[src/rtl/corner_tile_peak.sv]
// ---------------------------------------------------------------------------
// corner_tile_peak
//
// Picks the strongest corner response in every 64x64 tile of the current
// 64-row band. At each band end the live per-tile bests are snapshotted into
// a shadow bank. A small drain FSM then walks that bank in tile order and
// pushes the qualifying peaks into a show-ahead feature FIFO.
//
// Ports
//   clk, rst      system clock, asynchronous active-high reset
//   pix_valid     pixin/col/row valid this cycle
//   pixin [7:0]   unsigned corner response
//   col   [12:0]  column of pixin, 0..IMG_W-1
//   row   [12:0]  row of pixin, 0..IMG_H-1
//   thresh [7:0]  minimum emitted score, latched at each snapshot
//   feat_valid    head feature word available
//   feat_ready    consumer accepts the head word when feat_valid && feat_ready
//   feat_col/row/score  head feature word {column, row, score}
//   busy          drain in progress
//   overrun       sticky: a band snapshot arrived while draining and was lost
// ---------------------------------------------------------------------------
module corner_tile_peak #(
  parameter int IMG_W      = 640,
  parameter int IMG_H      = 480,
  parameter int FIFO_DEPTH = 16
) (
  input  logic        clk,
  input  logic        rst,
  input  logic        pix_valid,
  input  logic [7:0]  pixin,
  input  logic [12:0] col,
  input  logic [12:0] row,
  input  logic [7:0]  thresh,
  output logic        feat_valid,
  input  logic        feat_ready,
  output logic [12:0] feat_col,
  output logic [12:0] feat_row,
  output logic [7:0]  feat_score,
  output logic        busy,
  output logic        overrun
);

  localparam int NT = IMG_W / 64;
  localparam int IW = (NT > 1) ? $clog2(NT) : 1;
  localparam int PW = $clog2(FIFO_DEPTH);
  localparam int CW = PW + 1;

  typedef enum logic {S_IDLE, S_DRAIN} state_t;

  // Live bank: running best of each tile in the current band.
  logic [7:0]    live_score_q [NT];
  logic [7:0]    live_score_d [NT];
  logic [12:0]   live_col_q   [NT];
  logic [12:0]   live_col_d   [NT];
  logic [12:0]   live_row_q   [NT];
  logic [12:0]   live_row_d   [NT];
  logic [NT-1:0] live_hit_q, live_hit_d;

  // Shadow bank: frozen copy of the previous band, walked by the drain.
  logic [7:0]    sh_score_q [NT];
  logic [7:0]    sh_score_d [NT];
  logic [12:0]   sh_col_q   [NT];
  logic [12:0]   sh_col_d   [NT];
  logic [12:0]   sh_row_q   [NT];
  logic [12:0]   sh_row_d   [NT];
  logic [NT-1:0] sh_hit_q, sh_hit_d;

  state_t        state_q, state_d;
  logic [IW-1:0] idx_q, idx_d;
  logic [7:0]    thr_q, thr_d;
  logic          busy_q, busy_d;
  logic          overrun_q, overrun_d;

  // Feature FIFO. head_q is a registered copy of the oldest entry so the
  // outputs only move on a pop or on the first push into an empty FIFO.
  logic [33:0]   mem_q [FIFO_DEPTH];
  logic [PW-1:0] wr_ptr_q, wr_ptr_d;
  logic [PW-1:0] rd_ptr_q, rd_ptr_d;
  logic [CW-1:0] count_q, count_d;
  logic [33:0]   head_q, head_d;
  logic          fvalid_q, fvalid_d;

  logic          band_end;
  logic          qualify;
  logic          full;
  logic          push;
  logic          pop;
  logic [33:0]   push_data;

  // The last column of a row closes a band on every 64th row and on the
  // final image row, which may end a partial bottom band.
  assign band_end = pix_valid && (col == 13'(IMG_W - 1)) &&
                    ((row[5:0] == 6'd63) || (row == 13'(IMG_H - 1)));

  assign qualify   = sh_hit_q[idx_q] && (sh_score_q[idx_q] >= thr_q);
  // Full is judged on the registered count, before this cycle's pop.
  assign full      = (count_q == CW'(FIFO_DEPTH));
  assign pop       = fvalid_q && feat_ready;
  assign push_data = {sh_col_q[idx_q], sh_row_q[idx_q], sh_score_q[idx_q]};

  always_comb begin
    // NOTE: every signal written here gets a default first, so no path
    // through the block can leave a value unassigned and infer a latch.
    live_score_d = live_score_q;
    live_col_d   = live_col_q;
    live_row_d   = live_row_q;
    live_hit_d   = live_hit_q;
    sh_score_d   = sh_score_q;
    sh_col_d     = sh_col_q;
    sh_row_d     = sh_row_q;
    sh_hit_d     = sh_hit_q;
    state_d      = state_q;
    idx_d        = idx_q;
    thr_d        = thr_q;
    busy_d       = busy_q;
    overrun_d    = overrun_q;
    wr_ptr_d     = wr_ptr_q;
    rd_ptr_d     = rd_ptr_q;
    head_d       = head_q;
    push         = 1'b0;

    // Live update: strict greater-than keeps the earliest raster position
    // on ties; an empty tile takes whatever arrives first.
    for (int i = 0; i < NT; i++) begin
      if (pix_valid && (col[12:6] == 7'(i)) &&
          (!live_hit_q[i] || (pixin > live_score_q[i]))) begin
        live_score_d[i] = pixin;
        live_col_d[i]   = col;
        live_row_d[i]   = row;
        live_hit_d[i]   = 1'b1;
      end
    end

    // Snapshot takes the bank already merged with the band-end beat.
    if (band_end) begin
      if (state_q == S_IDLE) begin
        sh_score_d = live_score_d;
        sh_col_d   = live_col_d;
        sh_row_d   = live_row_d;
        sh_hit_d   = live_hit_d;
        thr_d      = thresh;
        state_d    = S_DRAIN;
        idx_d      = '0;
        busy_d     = 1'b1;
      end else begin
        overrun_d  = 1'b1;
      end
      live_hit_d = '0;
    end

    // Drain one shadow tile per cycle; a qualifying tile waits on a full FIFO.
    if (state_q == S_DRAIN) begin
      if (qualify && !full) begin
        push = 1'b1;
      end
      if (!qualify || !full) begin
        if (idx_q == IW'(NT - 1)) begin
          state_d = S_IDLE;
          busy_d  = 1'b0;
        end else begin
          idx_d   = idx_q + IW'(1);
        end
      end
    end

    if (push) begin
      wr_ptr_d = wr_ptr_q + PW'(1);
    end
    if (pop) begin
      rd_ptr_d = rd_ptr_q + PW'(1);
    end
    count_d  = count_q + CW'(push) - CW'(pop);
    fvalid_d = (count_d != '0);

    // Head register: on a pop the next entry is either already stored or is
    // the word being pushed into a FIFO that held only the departing head.
    if (pop) begin
      if (count_q > CW'(1)) begin
        head_d = mem_q[rd_ptr_q + PW'(1)];
      end else if (push) begin
        head_d = push_data;
      end
    end else if (push && (count_q == '0)) begin
      head_d = push_data;
    end
  end

  // NOTE: sequential state uses non-blocking assignments so every flop
  // samples the pre-edge values regardless of statement order.
  always_ff @(posedge clk or posedge rst) begin
    if (rst) begin
      state_q   <= S_IDLE;
      idx_q     <= '0;
      thr_q     <= '0;
      busy_q    <= 1'b0;
      overrun_q <= 1'b0;
      live_hit_q <= '0;
      sh_hit_q  <= '0;
      wr_ptr_q  <= '0;
      rd_ptr_q  <= '0;
      count_q   <= '0;
      head_q    <= '0;
      fvalid_q  <= 1'b0;
    end else begin
      state_q   <= state_d;
      idx_q     <= idx_d;
      thr_q     <= thr_d;
      busy_q    <= busy_d;
      overrun_q <= overrun_d;
      live_hit_q <= live_hit_d;
      sh_hit_q  <= sh_hit_d;
      wr_ptr_q  <= wr_ptr_d;
      rd_ptr_q  <= rd_ptr_d;
      count_q   <= count_d;
      head_q    <= head_d;
      fvalid_q  <= fvalid_d;
    end
  end

  // NOTE: data arrays are left unreset; the hit bits and the FIFO count gate
  // every read, so stale contents are never observed after reset.
  always_ff @(posedge clk) begin
    live_score_q <= live_score_d;
    live_col_q   <= live_col_d;
    live_row_q   <= live_row_d;
    sh_score_q   <= sh_score_d;
    sh_col_q     <= sh_col_d;
    sh_row_q     <= sh_row_d;
    if (push) begin
      mem_q[wr_ptr_q] <= push_data;
    end
  end

  assign feat_valid = fvalid_q;
  assign feat_col   = head_q[33:21];
  assign feat_row   = head_q[20:8];
  assign feat_score = head_q[7:0];
  assign busy       = busy_q;
  assign overrun    = overrun_q;

endmodule

[config.mk]
export PLATFORM = sky130hd
export DESIGN_NAME = corner_tile_peak
export DESIGN_NICKNAME = d
export VERILOG_FILES = /design/src/rtl/corner_tile_peak.sv
export SDC_FILE = /design/constraint.sdc
export NUM_CORES = 2
export LEC_CHECK = 0
export BUFFER_PORTS_ARGS = -buffer_cell sky130_fd_sc_hd__buf_2
export CORE_MARGIN = 3
export CORE_UTILIZATION = 35
export CTS_CLUSTER_SIZE = 14
export DETAILED_ROUTE_END_ITERATION = 16
export GPL_ROUTABILITY_DRIVEN = 1
export SETUP_SLACK_MARGIN = 0.02
export SLEW_MARGIN = 0
export SYNTH_ARGS = -nofsm -noshare
export SYNTH_HDL_FRONTEND = slang
export SYNTH_SLANG_ARGS = --single-unit
[constraint.sdc]
create_clock -name clk -period 15.9 [get_ports clk]
set_input_delay 0.795 -clock clk [delete_from_list [all_inputs] [get_ports clk]]
set_output_delay 0.795 -clock clk [all_outputs]
set_load 0.005 [all_outputs]
## Word-level counts from Yosys, hierarchy flattened

Memory sizes are Yosys's and may differ from the RTL's.
Cells that the tools add are included.

- Output and inout bits: 37
- Memory bits (writable): 544
- Input port bits: 46
- Memories kept: 1
- Word-level logic and storage cells: 240
- Bits in registers: 763

Memory list:

| name | depth | width | rd ports | clocked after memory_dff | wr ports | line | RTL |
|---|---|---|---|---|---|---|---|
| mem_q | 16 | 34 | 1 | 0 | 1 | 76 | `logic [33:0] mem_q [FIFO_DEPTH];` |

- Add/subtract/negate cells: 5
- Eq/ne operators: 15
- Reduce and logical (&&, ||, !) cells: 57
- Bitwise logic cells: 2
- Magnitude comparators: 14
- Muxes and demuxes: 74

Operator list:

| cell | number |
|---|---|
| $mux 13 | 24 |
| $mux 34 | 4 |
| $bmux 13 s4 | 2 |
| $mux 8 | 12 |
| $gt 8x8->1 | 10 |
| $bmux 8 s4 | 1 |
| $eq 7x3->1 const B | 4 |
| $logic_and 1x1->1 | 26 |
| $mux 1 | 24 |
| $mux 4 | 5 |
| $eq 7x2->1 const B | 2 |
| $eq 7x4->1 const B | 2 |
| $eq 13x10->1 const B | 1 |
| $eq 13x9->1 const B | 1 |
| $add 4x1->4 const B | 3 |
| $logic_not 1->1 | 12 |
| $logic_or 1x1->1 | 12 |
| $mux 10 | 1 |
| $ge 8x8->1 | 1 |
| $eq 7x1->1 const B | 1 |
| $logic_not 7->1 | 1 |
| $eq 6x6->1 const B | 1 |
| $reduce_and 2->1 | 3 |
| $add 5x1->5 | 1 |
| 13 further kinds | 13 |

## Logic depth before layout (Yosys ltp)

- Depth after elaboration: 12
- Depth in mapped cells: 23
- Gate-level depth less buffers: 20

## Least setup slack after synthesis

Ideal clock, no wire load.

- Kind: reg-to-reg
- Start point: reg idx_q[0]
- End point: mem mem_q[7][0], enable pin
- Cell stages (with the launch flop): 17
- Arrival time: 6.088 ns
- Setup time: 0.475 ns
- Clock period less this slack: 6.563 ns
- Required time: 15.425 ns
- Path slack: 9.337 ns
- Path buffers: 5
- Cells stage by stage: dfrtp_1 -> buf_4 -> buf_6 -> buf_4 -> buf_4 -> mux2i_1 -> nor2_1 -> a21oi_1 -> o21ai_0 -> ha_1 -> o211ai_1 -> o21a_1 -> o21ai_0 -> and4_1 -> buf_2 -> nand2_1 -> nor3b_1

- Longest elaborated chain between the ends: 11

RTL lines:

| element | line | RTL |
|---|---|---|
| start: declaration | 69 | `logic [IW-1:0] idx_q, idx_d;` |
| start signal: assignment | 206 | `idx_q <= idx_d;` |
| $not 4->5 | - |  |
| $bmux 8 s4 | - |  |
| $mux 8 (2 in a row) | - |  |
| named net push_data[1] | 88 | `logic [33:0] push_data;` |
| $ge 8x8->1 | 95 | `assign qualify = sh_hit_q[idx_q] && (sh_score_q[idx_q] >= thr_q);` |
| $logic_and 1x1->1 | 95 |  |
| $logic_and 1x1->1 | 153 | `if (qualify && !full) begin` |
| $mux 1 | 153 |  |
| $mux 1 | 152 | `if (state_q == S_DRAIN) begin` |
| $mux 1 | 229 | `if (push) begin` |
| $mux 1 (implied by the code) | 230 | `mem_q[wr_ptr_q] <= push_data;` |
| end: declaration | 76 |  |

The timed path passes the listed nets, and every way through them passes these cells. The select of a mux whose other input is x is not followed.

## Worst setup path in the final report

- Start point: reg idx_q[1]
- End point: reg fvalid_q, in the netlist feat_valid

- Longest elaborated chain between the ends: 12

RTL lines:

| element | line | RTL |
|---|---|---|
| $not 4->5 | - |  |
| $bmux 8 s4 | - |  |
| $mux 8 (2 in a row) | - |  |
| named net push_data[3] | 88 |  |
| $ge 8x8->1 | 95 |  |
| $logic_and 1x1->1 | 95 |  |
| $logic_and 1x1->1 | 153 |  |
| $mux 1 | 153 |  |
| $mux 1 | 152 |  |
| $add 5x1->5 | 172 | `count_d = count_q + CW'(push) - CW'(pop);` |
| $sub 5x1->5 | 172 |  |
| named net count_d[4] | 79 | `logic [CW-1:0] count_q, count_d;` |
| $reduce_bool 5->1 | 173 | `fvalid_d = (count_d != '0);` |
| named net fvalid_d | 81 | `logic fvalid_q, fvalid_d;` |
| end signal: assignment | 216 | `fvalid_q <= fvalid_d;` |
| end: declaration | 81 |  |

The timed path passes the listed nets, and every way through them passes these cells. The select of a mux whose other input is x is not followed.
A chain may end at the register's enable or synchronous reset.

==> out/metrics.cfg <==
[global_routing]
grt_usage_pct=14.96
grt-ovfl-total=0
grt_max_degree=100
antenna_found_initial=10
grt_pass1_vias=25621
grt_pass1_wl_um=166000

[worst_setup_path]
r2r-start=idx_q[1]$_DFF_PP0_
cp.required_ps=16510
crit_cells=20
rr_worst_depth=20
setup.worst_path.start=idx_q[1]$_DFF_PP0_
slowest_stage=buf_4
crit_family=adder cells
path_class=reg -> reg
crit_chain=buf_4 > mux4_2 > a21oi_1 > o21ai_1 > buf_4 > ha_1 > o211ai_1 > o21a_1 > o21ai_0 > and4_1 > inv_1 > ha_1 > inv_1 > ha_1 > fa_1 > a21oi_1 > nor2_1 > nor2_1 > xor2_1 > or3_1
crit_fanout=52
path_buf_inv=4
crit_path_end_kind=flip-flop
critPathMostFrequentCell=ha_1
critPathMaxStageDelay_ps=770
worstPathArrival_ps=6510
cp-start-kind=flip-flop

[cts]
path_clk_slew_ps=60
cts_root_buffer=clkbuf_16
ctsHoldBuffers=0
post_cts.repair.setup_buffers=0
clock_latency_ps=770
cts.repair.resized=0
cts_tree=built
numCtsBuffers=136
clockBufferDepth=3
htree_levels=4
clock-sinks=1307

[timing]
fin_skew_ps=42.45
period_minus_slack_ps=5905
rsz0062_at_grt=false
drv_slew=0
hold_violations=0
tns_ps=0
slew_headroom_pct=25.52
setup_viol=0
fmax_mhz=169.4
timing.final.crit_share_pct=37.14
tightestPinTransition_ps=1117

[detailed_routing]
detail-route-antenna-nets=0
routed_wl_um=109500
post_drt_wl_per_cell_um=21.86
first_pass_iters=8
vias=24825
drc_errors=0
via_per_inst=4.953
initialDrtViolationCount=2018

[yosys]
synthDominantCellAreaShare_pct=52.79
synth.cell_area_um2=50290
ys_ff_latch=1307
yosys-top-cells-area=edfxtp_1 (53%), dfxtp_1 (14%), mux4_2 (9.2%)
yosysWarnings=0
syn_area_per_cell_um2=17.49
seq_area_frac_synth_pct=70.46
synth_area_leader_cell=edfxtp_1
synthTopCellsByCount=edfxtp_1 (884), dfxtp_1 (340), mux2_2 (334)
synth_cell_types=64
ys_async_sr_fraction_pct=6.350
synth_top_flop_cell=edfxtp_1
synth_nets=3025
synth_edf_count=884
syn_inst=2875
yosys.cell_count.top_type=edfxtp_1

[pwr]
total_leakage_power_nw=20.44
power.density_nw_per_um2=149.3
ir_worst_vdd_v=0.0002151

[place]
hpwl_um=64560
place.gp.congestion=0.7629
io_buffers=82
dp_cells=4761

[floorplanning]
design.die.area_um2=148300
die_y_um=385.0
die_x_um=385.0
num_rows=138
num_io_pins=83
core_area_um2=142100
start_util_pct=35.39

[final_layout]
nNetsFinal=3159
drive_gt1_share_pct=30.74
area_growth_pct=14.30
fin_util_pct=40.45
finalNonFillerCells=5012

[run_status]
status=complete, no violations

[job]
drv_cap=0

[min_path]
hold_class=in -> async

[metrics by stage]
stage               hold slack (ps)  instance area [um2]  worst slack, ps  power (mW)
finish                        68.30                57480             9995       8.583
global route                  66.76                57470             9523       8.967
detailed placement            413.1                53000             9939       5.570
CTS                           28.76                57470             9880       8.696
floorplan                     402.7                50290             9337       5.061
global placement              410.9                53000            10000       5.559
[routing by layer]
layer / up-vias / share of wire [%] / track usage [%]
met5: - / 0.061 / 0
met4: 10 / 2.3 / 4.800
met3: 157 / 5.6 / 3.001
met2: 564 / 47 / 23.72
met1: 12740 / 45 / 20.66
li1: 11354 / - / -
[cells by family after synthesis]
group	Yosys count	synth area share [%]
AOI/OAI and AO/OA	245	3.100
adders and majority gates	104	2.603
buffers and inverters	269	2.356
DFF	1307	70.46
xor gates and xnor gates	12	0.2090
muxes	583	17.55
and+or+nand+nor	355	3.725
[layout by cell type, fill, tap and decap left out, drive strengths merged, types with 4 or more instances in the layout]
cell type / n
xnor2: 9
nand2b: 8
nand4: 22
o21ai: 102
or2: 16
nand2: 74
ha: 103
a21o: 6
buf: 156
nor2b: 76
clkinv: 47
mux4: 205
clkbuf: 188
and2: 8
a222oi: 33
mux2: 340
o21a: 14
dfrtp: 83
dfxtp: 340
nor3b: 7
a21oi: 66
nand3b: 7
nor4: 4
edfxtp: 884
mux2i: 38
nor2: 72
inv: 117
nor3: 8
nand3: 38
and4: 6
[cell type report]
type                       count  area, um2
fill                       12708      84630
sequential                  1307      35440
multi-input combinational   1299      13800
clock buffer                 188       3769
tap                         1890       2365
timing repair buffer         156      978.4
clock inverter                61      701.9
inverter                     109      419.2
antenna                        2      5.005
[state kept, by name, indices dropped and copies added (netlist names)]
signal        cells
mem_q           544
state_q           1
sh_score_q       80
head_q           34
thr_q             8
live_hit_q       10
live_col_q      130
rd_ptr_q          4
sh_row_q        130
sh_hit_q         10
sh_col_q        130
count_q           5
feat_valid        1
busy              1
live_score_q     80
wr_ptr_q          4
live_row_q      130
overrun           1
idx_q             4
[worst paths after layout]
path	endpoint	slack, ps
max in group asynchronous	rd_ptr_q[0]$_DFFE_PP0P_	14590
worst max register to register	feat_valid$_DFF_PP0_	10000
worst max-delay path	feat_valid$_DFF_PP0_	10000
worst min-delay path	live_hit_q[5]$_DFF_PP0_	70
min in group clk	thr_q[0]$_DFFE_PP0P_	290
worst min register to register	live_col_q[32]$_DFF_P_	430
[power by group]
| part | switching, mW | internal (mW) | leakage (nW) |
|---|---|---|---|
| clock | 1.36 | 1.75 | 2.17 |
| sequential | 0.0816 | 3.73 | 11.9 |
| combinational | 0.851 | 0.810 | 6.39 |
Power figures use the tool's default switching activity.
